### src/rtl/spi_master.sv
// SPI mode-0 master issuing 40-bit register-access frames: {wr, 3'b000, addr} header, 32 data bits.
// MISO bits 9..40 are returned as rdata when the frame completes.
module spi_master #(
  parameter int unsigned CLK_DIV = 4
) (
  input  logic        clk,
  input  logic        reset_n,
  input  logic        start,
  input  logic        wr,
  input  logic [3:0]  addr,
  input  logic [31:0] wdata,
  output logic        busy,
  output logic        done,
  output logic [31:0] rdata,
  output logic        SPI_CLK,
  output logic        SPI_CS,
  output logic        SPI_MOSI,
  input  logic        SPI_MISO
);

  typedef enum logic [2:0] {StIdle, StSetup, StHigh, StLow, StHold, StGap} state_e;

  localparam logic [7:0] DivLast = 8'(CLK_DIV - 1);
  localparam logic [5:0] NumBits = 6'd40;

  state_e      state_q, state_d;
  logic [39:0] tx_q, tx_d;
  logic [31:0] rx_q, rx_d;
  logic [31:0] rdata_q, rdata_d;
  logic [7:0]  div_cnt_q, div_cnt_d;
  logic [5:0]  bit_cnt_q, bit_cnt_d;
  logic        sclk_q, sclk_d;
  logic        cs_q, cs_d;
  logic        busy_q, busy_d;
  logic        done_q, done_d;
  logic        div_end;

  assign div_end = (div_cnt_q == DivLast);

  always_comb begin
    state_d   = state_q;
    tx_d      = tx_q;
    rx_d      = rx_q;
    rdata_d   = rdata_q;
    div_cnt_d = div_end ? 8'd0 : div_cnt_q + 8'd1;
    bit_cnt_d = bit_cnt_q;
    sclk_d    = sclk_q;
    cs_d      = cs_q;
    busy_d    = busy_q;
    done_d    = 1'b0;

    unique case (state_q)
      StIdle: begin
        div_cnt_d = 8'd0;
        if (start) begin
          tx_d      = {wr, 3'b000, addr, wdata};
          cs_d      = 1'b0;
          busy_d    = 1'b1;
          bit_cnt_d = 6'd0;
          state_d   = StSetup;
        end
      end
      StSetup, StLow: begin
        if (div_end) begin
          if (state_q == StLow && bit_cnt_q == NumBits) begin
            state_d = StHold;
          end else begin
            sclk_d    = 1'b1;
            bit_cnt_d = bit_cnt_q + 6'd1;
            state_d   = StHigh;
            // The edge being raised is bit bit_cnt_q+1; keep only bits 9..40.
            if (bit_cnt_q >= 6'd8) rx_d = {rx_q[30:0], SPI_MISO};
          end
        end
      end
      StHigh: begin
        if (div_end) begin
          sclk_d  = 1'b0;
          // Zero fill leaves MOSI low once all 40 bits are out.
          tx_d    = {tx_q[38:0], 1'b0};
          state_d = StLow;
        end
      end
      StHold: begin
        if (div_end) begin
          cs_d      = 1'b1;
          bit_cnt_d = 6'd0;
          state_d   = StGap;
        end
      end
      StGap: begin
        // Gap spans two divider periods; bit_cnt marks the first one elapsed.
        if (div_end) begin
          if (bit_cnt_q == 6'd1) begin
            rdata_d   = rx_q;
            done_d    = 1'b1;
            busy_d    = 1'b0;
            bit_cnt_d = 6'd0;
            state_d   = StIdle;
          end else begin
            bit_cnt_d = 6'd1;
          end
        end
      end
      default: state_d = StIdle;
    endcase
  end

  always_ff @(posedge clk) begin
    if (!reset_n) begin
      state_q   <= StIdle;
      tx_q      <= '0;
      rx_q      <= '0;
      rdata_q   <= '0;
      div_cnt_q <= '0;
      bit_cnt_q <= '0;
      sclk_q    <= 1'b0;
      cs_q      <= 1'b1;
      busy_q    <= 1'b0;
      done_q    <= 1'b0;
    end else begin
      state_q   <= state_d;
      tx_q      <= tx_d;
      rx_q      <= rx_d;
      rdata_q   <= rdata_d;
      div_cnt_q <= div_cnt_d;
      bit_cnt_q <= bit_cnt_d;
      sclk_q    <= sclk_d;
      cs_q      <= cs_d;
      busy_q    <= busy_d;
      done_q    <= done_d;
    end
  end

  assign busy     = busy_q;
  assign done     = done_q;
  assign rdata    = rdata_q;
  assign SPI_CLK  = sclk_q;
  assign SPI_CS   = cs_q;
  assign SPI_MOSI = tx_q[39];

endmodule

### config.mk
export PLATFORM = sky130hd
export DESIGN_NAME = spi_master
export DESIGN_NICKNAME = d
export VERILOG_FILES = /design/src/rtl/spi_master.sv
export SDC_FILE = /design/constraint.sdc
export NUM_CORES = 1
export LEC_CHECK = 0
export BUFFER_PORTS_ARGS = -buffer_cell sky130_fd_sc_hd__buf_4
export CAP_MARGIN = 20
export CORE_UTILIZATION = 45
export DETAILED_ROUTE_END_ITERATION = 10
export HOLD_SLACK_MARGIN = 0.06
export PLACE_DENSITY = 0.65
export SLEW_MARGIN = 15
export SYNTH_ARGS = -nofsm -noshare
export SYNTH_HDL_FRONTEND = slang
export SYNTH_SLANG_ARGS = --single-unit
### constraint.sdc
create_clock -name clk -period 6.1 [get_ports clk]
set_clock_uncertainty 0.05 [all_clocks]
set_input_delay 0.305 -clock clk [delete_from_list [all_inputs] [get_ports clk]]
set_output_delay 0.305 -clock clk [all_outputs]
set_load 0.01 [all_outputs]
==> insert_results.sql <==
INSERT INTO impl_metrics (metric_group, metric, value, unit) VALUES
('outcome', 'status', 'complete, no violations', ''),
('synth', 'synthFlopType', 'dfxtp_1', ''),
('timing', 'finalHoldViolations', '0', ''),
('final_layout', 'final_layout_size_suffix_gt1_share', '19.3', '%'),
('global_routing', 'grt_util_all_layers', '20.4', '%'),
('power_and_ir_drop', 'p_switching', '0.754', 'mW'),
('synth', 'post_synth_mux_area_share', '7.03', '%'),
('final_layout', 'layout.cells.most_common', 'dfxtp_1', ''),
('clock_network', 'hold_buffers', '0', ''),
('global_routing', 'grt_start_max_net_pins', '76', ''),
('critical_path', 'crit_path_frequent_cell', 'buf_4', ''),
('synth', 'post_synth_inst_count', '601', ''),
('timing', 'hold_ws', '120', 'ps'),
('drt', 'detail_route.drc_violations', '0', ''),
('floorplanning', 'initial_core_util', '46.1', '%'),
('drt', 'postRouteAntennaNets', '0', ''),
('critical_path', 'path_cells', 'or3b_2 -> buf_4 -> o31ai_4 -> buf_4 -> nor2_1 -> a211oi_1', ''),
('placement', 'dp_worst_setup_slack', '3340', 'ps'),
('global_routing', 'via_count_of_the_first_global_routing_pass', '4225', ''),
('drt', 'postRouteWirelength', '12.1', 'mm'),
('floorplanning', 'die_w', '110', 'um'),
('clock_network', 'clockBufferDepth', '2', ''),
('power_and_ir_drop', 'peakVddDrop', '237', 'uV'),
('synth', 'share_of_synthesized_area_occupied_by_flip_flops_and_latches', '47.5', '%'),
('placement', 'placement.cell_area', '5880', 'um^2'),
('timing', 'setup_repair_after_global_routing_missed_its_margin', 'no', ''),
('timing', 'final-max-slew-violation-count', '0', ''),
('synth', 'synthesis.nets', '646', ''),
('global_routing', 'global_route_wire_length_before_repair', '19.5', 'mm'),
('power_and_ir_drop', 'internal_power', '1.89', 'mW'),
('clock_network', 'root_buffer_cell', 'clkbuf_16', ''),
('synth', 'syn_avg_cell_area', '8.76', 'um^2'),
('placement', 'globalplace.congestion', '0.847', ''),
('floorplanning', 'fp-row-count', '39', ''),
('timing', 'setup-violations-final', '0', ''),
('drt', 'num_vias', '4626', ''),
('power_and_ir_drop', 'cellLeakagePower', '2.61', 'nW'),
('critical_path', 'timing.reg2reg.worst_path_depth', '6', ''),
('synth', 'synth_compound_area_share', '22.6', '%'),
('final_layout', 'filler_cell_count', '1021', ''),
('power_and_ir_drop', 'clockPowerShare', '41.0', '%'),
('critical_path', 'cp.required', '6340', 'ps'),
('placement', 'portBuffers', '77', ''),
('critical_path', 'critical_path_buf_inv_count', '2', ''),
('final_layout', 'post-route-cell-area', '6570', 'um^2'),
('critical_path', 'kind_of_cell_with_the_highest_combined_delay_on_the_critical_path', 'buffers and inverters', ''),
('run', 'maxCapViolCount', '0', ''),
('clock_network', 'clock_latency', '410', 'ps'),
('worst_hold_path', 'min-delay-path-class', 'in -> reg', ''),
('synth', 'ffs_latches_synth', '125', ''),
('critical_path', 'path_class', 'reg -> reg', ''),
('critical_path', 'largest_stage_delay_on_the_critical_path', '590', 'ps'),
('timing', 'totalNegativeSetupSlack', '0', 'ps'),
('critical_path', 'cp_slowest_cell', 'buf_4', ''),
('clock_network', 'post_cts.repair.setup_buffers', '0', ''),
('final_layout', 'antenna_cells', '0', ''),
('critical_path', 'setup.worst_path.end_class', 'flop', ''),
('timing', 'final_min_period_over_clock_period', '45.3', '%'),
('timing', 'achievable-frequency', '362', 'MHz'),
('worst_hold_path', 'worst_hold_path.num_cells', '3', ''),
('clock_network', 'cts_inserted_buffers', '17', ''),
('power_and_ir_drop', 'power', '2.64', 'mW'),
('final_layout', 'layout_common_cells', '125 x dfxtp_1, 83 x buf_4, 76 x nand3_1', ''),
('power_and_ir_drop', 'seq_power_share', '37.2', '%'),
('drt', 'drtPass1Iterations', '5', ''),
('clock_network', 'cts.htree.levels', '4', ''),
('synth', 'synthDistinctLibCells', '50', ''),
('synth', 'asyncSetResetFlopFracSynth', '0', '%'),
('critical_path', 'path_length_in_cells_of_the_critical_path', '6', ''),
('synth', 'synth_xor_xnor_area_share', '0.998', '%'),
('critical_path', 'critical_path.max_fanout', '75', '');
[worst paths after layout]
kind | start | slack, ps | end
min | wdata[0] | 120 | tx_q[0]
max | state_q[1] | 3340 | tx_q[9]
max reg2reg | state_q[1] | 3340 | tx_q[9]
min reg2reg | tx_q[38] | 400 | tx_q[38]
[cell families after synthesis]
| logic type | Yosys count |
|---|---|
| adder cells (fa/ha/maj) | 4 |
| AND/OR/NAND/NOR | 168 |
| flip-flops | 125 |
| AO/OA/AOI/OAI | 203 |
| multiplexers | 37 |
| XOR/XNOR | 6 |
| buffers and inverters | 58 |
[power groups by stage]
| stage | sequential [mW] | combinational [mW] | clock, mW |
|---|---|---|---|
| 5_1_grt | 0.996 | 0.643 | 1.14 |
| 4_1_cts | 0.983 | 0.577 | 1.10 |
| 3_3_place_gp | 0.994 | 0.539 | 0 |
| 3_5_place_dp | 0.999 | 0.573 | 0 |
| 6_report | 0.983 | 0.576 | 1.08 |
| 2_1_floorplan | 0.974 | 0.460 | 0 |
[through the flow]
| stage | instances | util (%) |
|---|---|---|
| after floorplan | 601 | - |
| after global placement | 773 | 51.3 |
| after detailed placement | 774 | 51.5 |
| after CTS | 803 | 57.1 |
| after global routing | 806 | 57.5 |
| final | 806 | 57.5 |
[layout make-up]
| type | instances | area [um^2] | share of cell area [%] |
|---|---|---|---|
| clock inverter | 5 | 129 | 1.96 |
| clock buffer | 24 | 512 | 7.79 |
| tap | 143 | 179 | 2.73 |
| timing repair buffer | 87 | 692 | 10.5 |
| multi-input combinational | 418 | 2530 | 38.6 |
| sequential | 125 | 2500 | 38.1 |
| inverter | 4 | 16.3 | 0.248 |
[sequential cells by signal, summed over array words and instances (netlist names)]
signal and cells:
SPI_CS 1, rx_q 32, rdata 32, busy 1
SPI_CLK 1, div_cnt_q 8, bit_cnt_q 6, state_q 3
done 1, tx_q 40
[worst register-to-register path: stages, from the launching register on]
cell	delay [ps]
dfxtp_1	570
or3b_2	480
buf_4	320
o31ai_4	270
buf_4	590
nor2_1	90
a211oi_1	280
[cells in the mapped netlist, types with 2 or more instances]
cell type	n	area share (%)
nand2_1	7	0.50
nand3b_1	4	0.57
dfxtp_1	125	48
a21oi_1	73	6.9
or3_1	3	0.36
o21ai_0	58	5.5
nor3b_1	2	0.29
buf_6	2	0.43
nand2b_1	2	0.24
a31oi_1	4	0.48
xor2_1	5	0.83
o21ai_1	13	1.2
nand4_1	3	0.36
o311ai_0	5	0.83
a311oi_1	2	0.33
a211oi_1	36	5.1
buf_2	9	0.86
mux2i_1	37	7.0
ha_1	4	0.95
nand3_1	76	7.2
o41ai_1	2	0.33
nor3_2	2	0.38
nor3_1	4	0.38
and3_1	4	0.48
inv_1	4	0.29
clkbuf_1	41	2.9
or2_2	2	0.24
nor2_1	50	3.6
[layer usage]
layer  vias to the layer above  part of all wire [%]  global-route usage, %
li1                       2311                     -                      -
met4                         0                   1.2                   7.61
met5                         -                     0                      0
met2                       144                    46                   33.9
met1                      2153                    47                   25.7
met3                        18                   6.0                   4.70
No activity file was read; power rests on OpenSTA's default activity.
